--- src/rtl/mem_stage_lsu.sv ---
// MEM-stage load/store unit: lane steering, sign/zero extension, misalignment detection,
// req/ack handshake with bus-error timeout, and a registered MEM/WB output.
module mem_stage_lsu #(
    parameter int ADDR_W  = 32,
    parameter int REG_W   = 5,
    parameter int CTRL_W  = 3,
    parameter int TIMEOUT = 16
) (
    input  logic              clk,
    input  logic              rst_n,
    input  logic              valid_in,
    input  logic [ADDR_W-1:0] pc_in,
    input  logic [ADDR_W-1:0] addr_in,
    input  logic [31:0]       wdata_in,
    input  logic [31:0]       wb_data,
    input  logic              forward_e,
    input  logic              mem_read,
    input  logic              mem_write,
    input  logic [1:0]        size,
    input  logic              sign_ext,
    input  logic [CTRL_W-1:0] ctrl_in,
    input  logic [REG_W-1:0]  regdst_in,
    output logic              stall_out,
    output logic              mem_req,
    output logic              mem_we,
    output logic [ADDR_W-1:0] mem_addr,
    output logic [3:0]        mem_be,
    output logic [31:0]       mem_wdata,
    input  logic              mem_ack,
    input  logic [31:0]       mem_rdata,
    output logic              wb_valid,
    output logic [ADDR_W-1:0] pc_out,
    output logic [ADDR_W-1:0] addr_out,
    output logic [31:0]       data_out,
    output logic [REG_W-1:0]  regdst_out,
    output logic [CTRL_W-1:0] ctrl_out,
    output logic              exc_misalign,
    output logic              exc_bus
);

    typedef enum logic [0:0] {S_IDLE = 1'b0, S_WAIT = 1'b1} state_t;

    localparam logic        TO_EN   = (TIMEOUT > 0);
    localparam logic [31:0] TO_LAST = (TIMEOUT > 0) ? 32'(TIMEOUT - 1) : 32'd0;

    function automatic logic is_misaligned(input logic [1:0] sz, input logic [1:0] off);
        case (sz)
            2'b01:   return off[0];
            2'b10:   return 1'b0;
            default: return (off != 2'b00);
        endcase
    endfunction

    function automatic logic [3:0] lane_be(input logic [1:0] sz, input logic [1:0] off);
        case (sz)
            2'b01:   return 4'b0011 << off;
            2'b10:   return 4'b0001 << off;
            default: return 4'b1111;
        endcase
    endfunction

    function automatic logic [31:0] lane_wdata(input logic [1:0] sz, input logic [31:0] d);
        case (sz)
            2'b01:   return {2{d[15:0]}};
            2'b10:   return {4{d[7:0]}};
            default: return d;
        endcase
    endfunction

    // Shift the addressed lane down to bit 0, then extend it.
    function automatic logic [31:0] load_ext(input logic [1:0] sz, input logic sx,
                                             input logic [1:0] off, input logic [31:0] rd);
        logic [31:0] sh;
        sh = rd >> {off, 3'b000};
        case (sz)
            2'b01:   return sx ? {{16{sh[15]}}, sh[15:0]} : {16'd0, sh[15:0]};
            2'b10:   return sx ? {{24{sh[7]}}, sh[7:0]} : {24'd0, sh[7:0]};
            default: return rd;
        endcase
    endfunction

    state_t              state_q, state_d;
    logic [31:0]         cnt_q, cnt_d;
    logic [ADDR_W-1:0]   pc_q, pc_d, addr_q, addr_d;
    logic [1:0]          size_q, size_d;
    logic                sign_q, sign_d, we_q, we_d;
    logic [CTRL_W-1:0]   ctrl_q, ctrl_d;
    logic [REG_W-1:0]    regdst_q, regdst_d;
    logic [3:0]          be_q, be_d;
    logic [31:0]         wdata_q, wdata_d;

    logic                wb_valid_q, wb_valid_d;
    logic [ADDR_W-1:0]   pc_out_q, pc_out_d, addr_out_q, addr_out_d;
    logic [31:0]         data_out_q, data_out_d;
    logic [REG_W-1:0]    regdst_out_q, regdst_out_d;
    logic [CTRL_W-1:0]   ctrl_out_q, ctrl_out_d;
    logic                misalign_q, misalign_d, bus_q, bus_d;

    logic                timeout_hit_s;
    logic [31:0]         store_data_s;

    assign store_data_s  = forward_e ? wb_data : wdata_in;
    assign timeout_hit_s = TO_EN && (state_q == S_WAIT) && !mem_ack && (cnt_q == TO_LAST);

    assign mem_req      = (state_q == S_WAIT);
    assign mem_we       = mem_req & we_q;
    assign mem_addr     = {addr_q[ADDR_W-1:2], 2'b00};
    assign mem_be       = be_q;
    assign mem_wdata    = wdata_q;
    assign stall_out    = mem_req & ~mem_ack & ~timeout_hit_s;
    assign wb_valid     = wb_valid_q;
    assign pc_out       = pc_out_q;
    assign addr_out     = addr_out_q;
    assign data_out     = data_out_q;
    assign regdst_out   = regdst_out_q;
    assign ctrl_out     = ctrl_out_q;
    assign exc_misalign = misalign_q;
    assign exc_bus      = bus_q;

    // Next-state, request capture and MEM/WB result selection.
    always_comb begin
        state_d      = state_q;
        cnt_d        = cnt_q;
        pc_d         = pc_q;
        addr_d       = addr_q;
        size_d       = size_q;
        sign_d       = sign_q;
        we_d         = we_q;
        ctrl_d       = ctrl_q;
        regdst_d     = regdst_q;
        be_d         = be_q;
        wdata_d      = wdata_q;
        wb_valid_d   = 1'b0;
        pc_out_d     = pc_out_q;
        addr_out_d   = addr_out_q;
        data_out_d   = data_out_q;
        regdst_out_d = regdst_out_q;
        ctrl_out_d   = ctrl_out_q;
        misalign_d   = misalign_q;
        bus_d        = bus_q;
        case (state_q)
            S_IDLE: begin
                if (valid_in) begin
                    pc_d     = pc_in;
                    addr_d   = addr_in;
                    size_d   = size;
                    sign_d   = sign_ext;
                    we_d     = mem_write;
                    ctrl_d   = ctrl_in;
                    regdst_d = regdst_in;
                    be_d     = lane_be(size, addr_in[1:0]);
                    wdata_d  = lane_wdata(size, store_data_s);
                    if (!(mem_read || mem_write)) begin
                        wb_valid_d   = 1'b1;
                        pc_out_d     = pc_in;
                        addr_out_d   = addr_in;
                        regdst_out_d = regdst_in;
                        ctrl_out_d   = ctrl_in;
                        data_out_d   = 32'(addr_in);
                        misalign_d   = 1'b0;
                        bus_d        = 1'b0;
                    end else if (is_misaligned(size, addr_in[1:0])) begin
                        wb_valid_d   = 1'b1;
                        pc_out_d     = pc_in;
                        addr_out_d   = addr_in;
                        regdst_out_d = regdst_in;
                        ctrl_out_d   = '0;
                        data_out_d   = 32'd0;
                        misalign_d   = 1'b1;
                        bus_d        = 1'b0;
                    end else begin
                        state_d = S_WAIT;
                        cnt_d   = 32'd0;
                    end
                end else begin
                    state_d = S_IDLE;
                end
            end
            S_WAIT: begin
                if (mem_ack || timeout_hit_s) begin
                    state_d      = S_IDLE;
                    cnt_d        = 32'd0;
                    wb_valid_d   = 1'b1;
                    pc_out_d     = pc_q;
                    addr_out_d   = addr_q;
                    regdst_out_d = regdst_q;
                    misalign_d   = 1'b0;
                    if (mem_ack) begin
                        ctrl_out_d = ctrl_q;
                        data_out_d = we_q ? 32'(addr_q)
                                          : load_ext(size_q, sign_q, addr_q[1:0], mem_rdata);
                        bus_d      = 1'b0;
                    end else begin
                        ctrl_out_d = '0;
                        data_out_d = 32'd0;
                        bus_d      = 1'b1;
                    end
                end else if (TO_EN) begin
                    cnt_d = cnt_q + 32'd1;
                end else begin
                    cnt_d = cnt_q;
                end
            end
            default: state_d = S_IDLE;
        endcase
    end

    // State, captured request and output registers with synchronous reset.
    always_ff @(posedge clk) begin
        if (!rst_n) begin
            state_q      <= S_IDLE;
            cnt_q        <= 32'd0;
            pc_q         <= '0;
            addr_q       <= '0;
            size_q       <= 2'b00;
            sign_q       <= 1'b0;
            we_q         <= 1'b0;
            ctrl_q       <= '0;
            regdst_q     <= '0;
            be_q         <= 4'b0000;
            wdata_q      <= 32'd0;
            wb_valid_q   <= 1'b0;
            pc_out_q     <= '0;
            addr_out_q   <= '0;
            data_out_q   <= 32'd0;
            regdst_out_q <= '0;
            ctrl_out_q   <= '0;
            misalign_q   <= 1'b0;
            bus_q        <= 1'b0;
        end else begin
            state_q      <= state_d;
            cnt_q        <= cnt_d;
            pc_q         <= pc_d;
            addr_q       <= addr_d;
            size_q       <= size_d;
            sign_q       <= sign_d;
            we_q         <= we_d;
            ctrl_q       <= ctrl_d;
            regdst_q     <= regdst_d;
            be_q         <= be_d;
            wdata_q      <= wdata_d;
            wb_valid_q   <= wb_valid_d;
            pc_out_q     <= pc_out_d;
            addr_out_q   <= addr_out_d;
            data_out_q   <= data_out_d;
            regdst_out_q <= regdst_out_d;
            ctrl_out_q   <= ctrl_out_d;
            misalign_q   <= misalign_d;
            bus_q        <= bus_d;
        end
    end

endmodule

--- config.mk ---
export PLATFORM = sky130hd
export DESIGN_NAME = mem_stage_lsu
export DESIGN_NICKNAME = d
export VERILOG_FILES = /design/src/rtl/mem_stage_lsu.sv
export SDC_FILE = /design/constraint.sdc
export NUM_CORES = 1
export LEC_CHECK = 0
export CORE_AREA = 4 4 160 162
export CTS_CLUSTER_SIZE = 28
export DETAILED_ROUTE_END_ITERATION = 16
export DIE_AREA = 0 0 164 166
export PLACE_DENSITY = 0.85
export RECOVER_POWER = 25
export SLEW_MARGIN = 15
export SYNTH_ARGS = -nofsm -noshare
export SYNTH_HDL_FRONTEND = slang
export SYNTH_SLANG_ARGS = --single-unit
export TNS_END_PERCENT = 1
--- constraint.sdc ---
create_clock -name clk -period 7.5 [get_ports clk]
set_input_delay 2.25 -clock clk [delete_from_list [all_inputs] [get_ports clk]]
set_output_delay 2.25 -clock clk [all_outputs]
set_load 0.01 [all_outputs]
==> qor.json <==
{
  "clock_tree": {
    "cts_setup_buffers": 0,
    "cts.sinks": 252,
    "clock_tree.buffer_depth": 3,
    "h_tree_levels": 1,
    "cts-buffers-inserted": 26,
    "clock_pin_slew_on_the_worst_setup_and_hold_paths_ns": 0.06,
    "hold_buffers": 0,
    "tritoncts": "yes",
    "ctsRootBufferMaster": "sky130_fd_sc_hd__clkbuf_16",
    "clkLatencyLatePin_ns": 0.54,
    "cts_resized": 0
  },
  "final_layout": {
    "layout.cells.most_common": "sky130_fd_sc_hd__dfxtp_1",
    "num-nets-final": 1832,
    "area_growth_from_synthesis_to_layout_pct": 33.0,
    "final.fill_count": 1955,
    "fraction_of_final_layout_cells_sized_beyond_drive_strength_1": 0.0906,
    "layout.cells.most_common_list": "sky130_fd_sc_hd__dfxtp_1, sky130_fd_sc_hd__clkdlybuf4s50_1, sky130_fd_sc_hd__nand2_1"
  },
  "global_routing": {
    "number_of_global_route_vias_before_repair": 11700,
    "grt.total_usage": 0.293,
    "grt_antenna_before_repair": 4,
    "total_congestion_overflow_after_global_routing": 0,
    "grt_first_pass_wirelength_mm": 65.0,
    "pin_count_of_the_biggest_net_entering_global_routing": 117
  },
  "floorplanning": {
    "floorplan.die.width_um": 164,
    "die_height_um": 166,
    "initial_utilization": 0.513,
    "fp-row-count": 57,
    "io-pin-count": 356,
    "floorplan.die_area_mm2": 0.0272,
    "fp.coreArea_mm2": 0.0241
  },
  "setup_path": {
    "slowest_delay_ns": 0.57,
    "worst-setup-path-type": "in2out",
    "critPathMostFrequentCell": "sky130_fd_sc_hd__clkdlybuf4s50_1",
    "worst_setup_path_end_kind": "primary output",
    "worstPathRequired_ns": 5.25,
    "kind_of_start_point_of_the_critical_path": "input pin",
    "critPathArrivalTime_ns": 3.90,
    "cp_cell_sequence": "clkdlybuf4s50_1 -> nand2b_1 -> o21bai_4 -> inv_2 -> clkdlybuf4s50_1",
    "path_max_fanout": 13,
    "slowest_stage": "sky130_fd_sc_hd__clkdlybuf4s50_1"
  },
  "synthesis": {
    "yosys.cell_types.count": 72,
    "synthesis_warnings": 0,
    "post_synth.cell_area_avg_um2": 8.74,
    "ys_seq_area_frac": 0.408,
    "top_cells_by_area_in_the_synthesized_netlist": "sky130_fd_sc_hd__dfxtp_1, sky130_fd_sc_hd__a21oi_1, sky130_fd_sc_hd__mux2i_1",
    "largest_area_contributor_in_the_synthesized_netlist": "sky130_fd_sc_hd__dfxtp_1",
    "post_synth_inst_count": 1415,
    "yosys_register_bits": 252,
    "synth-edff-count": 0,
    "synth_top_area_share": 0.408,
    "ys_dominant_reg_cell": "sky130_fd_sc_hd__dfxtp_1",
    "async_reset_ff_frac": 0,
    "syn_area_mm2": 0.0124
  },
  "sta": {
    "unrepaired_setup_endpoints_after_global_routing": "false",
    "clock-skew-final_ns": 0.0273,
    "transition_time_at_the_pin_with_the_least_slew_margin_ns": 1.10,
    "drv_slew": 0,
    "fin_crit_ns": 6.15,
    "timing.final.crit_share": 0.821,
    "setup_tns_ns": 0,
    "number_of_failing_setup_endpoints_in_the_final_timing_report": 0,
    "final_hold_viol_count": 0,
    "max_fclk_ghz": 0.162,
    "timing.slew.headroom": 0.266,
    "holdWs_ns": 0.454
  },
  "routing": {
    "detail_route.wirelength_mm": 42.0,
    "drt_pass1_iterations": 5,
    "num_vias": 12100,
    "route.detailed.drc": 0,
    "detail_route.vias_per_cell": 6.07,
    "drtIter0Drc": 1150,
    "route.antenna.remaining_nets": 0,
    "post_drt_wl_per_cell_um": 21.1
  },
  "power": {
    "power.ir.vdd_worst_v": 0.000159,
    "standby_leakage_power_nw": 6.02,
    "power.density_mw_per_mm2": 220
  },
  "outcome": {
    "status": "complete, no violations"
  },
  "placed_design": {
    "gp_congestion": 0.893,
    "detailed_place_hpwl_mm": 28.7,
    "port_buffers": 353
  },
  "hold_path": {
    "worst_hold_path_type": "reg2reg"
  },
  "flow_run": {
    "max-cap-violations": 0
  }
}
==> per-stage QoR <==
stage	setup WS, ns	instances	instance area (um2)	utilization	power (mW)
floorplan	2.53	1416	12400	-	1.98
global placement	1.34	1945	15600	0.647	2.35
detailed placement	1.34	1945	15600	0.647	2.37
CTS	1.33	1990	16400	0.682	3.65
global route	1.24	1993	16400	0.682	3.75
finish	1.35	1993	16400	0.682	3.62
==> worst max-delay path, delay by kind of cell <==
family,cells,cell delay (ns)
AO/OA/AOI/OAI,1,0.29
buffers and inverters,3,1.19
AND/OR/NAND/NOR,1,0.18
==> final cells by class <==
type	instances	area (um2)	area share
inverters	14	57.6	0.00350
multi-input cells	990	6460	0.393
flip-flops and latches	252	5050	0.307
diodes	3	7.51	0.000456
well taps	324	405	0.0247
repair buffers	365	3630	0.220
clock buffers	35	766	0.0466
clock inverters	10	77.6	0.00472
==> flip-flops by register name, summed over array words and instances (netlist names), 3 cells and up <==
| register | flops |
|---|---|
| mem_be | 4 |
| pc_q | 32 |
| addr_q | 32 |
| mem_wdata | 32 |
| addr_out | 32 |
| data_out | 32 |
| ctrl_q | 3 |
| pc_out | 32 |
| ctrl_out | 3 |
| cnt_q | 32 |
| regdst_out | 5 |
| regdst_q | 5 |
==> path summary, 6_finish.rpt <==
check / startpoint / endpoint / slack (ns) / cells after the start
worst min register to register: pc_q[12]$_SDFFE_PN0P_ / pc_q[12]$_SDFFE_PN0P_ / 0.45 / 2
worst min-delay path: pc_q[12]$_SDFFE_PN0P_ / pc_q[12]$_SDFFE_PN0P_ / 0.45 / 2
worst max-delay path: mem_ack / stall_out / 1.35 / 5
worst max register to register: cnt_q[0]$_SDFFE_PN0P_ / addr_out[29]$_SDFFE_PN0P_ / 4.55 / 7
==> Yosys cell counts (3+ instances only) <==
| library cell | n |
|---|---|
| sky130_fd_sc_hd__dfxtp_1 | 252 |
| sky130_fd_sc_hd__nand2_1 | 204 |
| sky130_fd_sc_hd__a21oi_1 | 195 |
| sky130_fd_sc_hd__mux2i_1 | 93 |
| sky130_fd_sc_hd__clkbuf_1 | 77 |
| sky130_fd_sc_hd__nor2_1 | 69 |
| sky130_fd_sc_hd__o21ai_0 | 64 |
| sky130_fd_sc_hd__a211oi_1 | 50 |
| sky130_fd_sc_hd__a211oi_2 | 40 |
| sky130_fd_sc_hd__buf_4 | 38 |
| sky130_fd_sc_hd__buf_2 | 34 |
| sky130_fd_sc_hd__mux2_2 | 24 |
| sky130_fd_sc_hd__a22oi_1 | 18 |
| sky130_fd_sc_hd__nand4_1 | 17 |
| sky130_fd_sc_hd__nand3_1 | 16 |
| sky130_fd_sc_hd__o221a_1 | 16 |
| sky130_fd_sc_hd__a2bb2oi_1 | 15 |
| sky130_fd_sc_hd__nand3b_1 | 14 |
| sky130_fd_sc_hd__xnor2_1 | 13 |
| sky130_fd_sc_hd__inv_1 | 12 |
| sky130_fd_sc_hd__nor4_1 | 11 |
| sky130_fd_sc_hd__xor2_1 | 11 |
| sky130_fd_sc_hd__and2_1 | 10 |
| sky130_fd_sc_hd__nor3_1 | 10 |
| sky130_fd_sc_hd__a31oi_1 | 9 |
| sky130_fd_sc_hd__o221a_2 | 8 |
| sky130_fd_sc_hd__buf_6 | 7 |
| sky130_fd_sc_hd__o2111ai_1 | 7 |
| sky130_fd_sc_hd__o221ai_1 | 7 |
| sky130_fd_sc_hd__and3_1 | 6 |
| sky130_fd_sc_hd__o2bb2ai_1 | 6 |
| sky130_fd_sc_hd__ha_1 | 5 |
| sky130_fd_sc_hd__buf_1 | 4 |
| sky130_fd_sc_hd__a22o_1 | 3 |
| sky130_fd_sc_hd__and4_1 | 3 |
| sky130_fd_sc_hd__nand2b_1 | 3 |
| sky130_fd_sc_hd__or3_1 | 3 |
| sky130_fd_sc_hd__or4_1 | 3 |
==> power breakdown <==
group          leakage [nW]  switching, mW  total (mW)  internal (mW)
sequential             2.07         0.0800        1.53           1.45
clock                 0.424          0.542        1.29          0.745
combinational          3.52          0.421       0.801          0.380
==> layer usage <==
layer	global-route usage	vias to the layer above	part of all wire	wire [um]
li1	-	5559	-	-
met1	0.362	5749	0.38	16100
met2	0.483	643	0.47	19800
met3	0.0650	138	0.090	3790
met4	0.140	2	0.054	2280
met5	0	-	0.00031	13
==> cells by family after synthesis <==
| group | after synthesis | synth area share |
|---|---|---|
| simple gates | 382 | 0.142 |
| xor+xnor | 24 | 0.0170 |
| compound gates | 459 | 0.257 |
| mux | 118 | 0.0989 |
| fa+ha+maj | 5 | 0.00506 |
| other cells | 1 | 0.000303 |
| flops | 252 | 0.408 |
| buf+inv | 174 | 0.0720 |
Power figures use the tool's default switching activity.
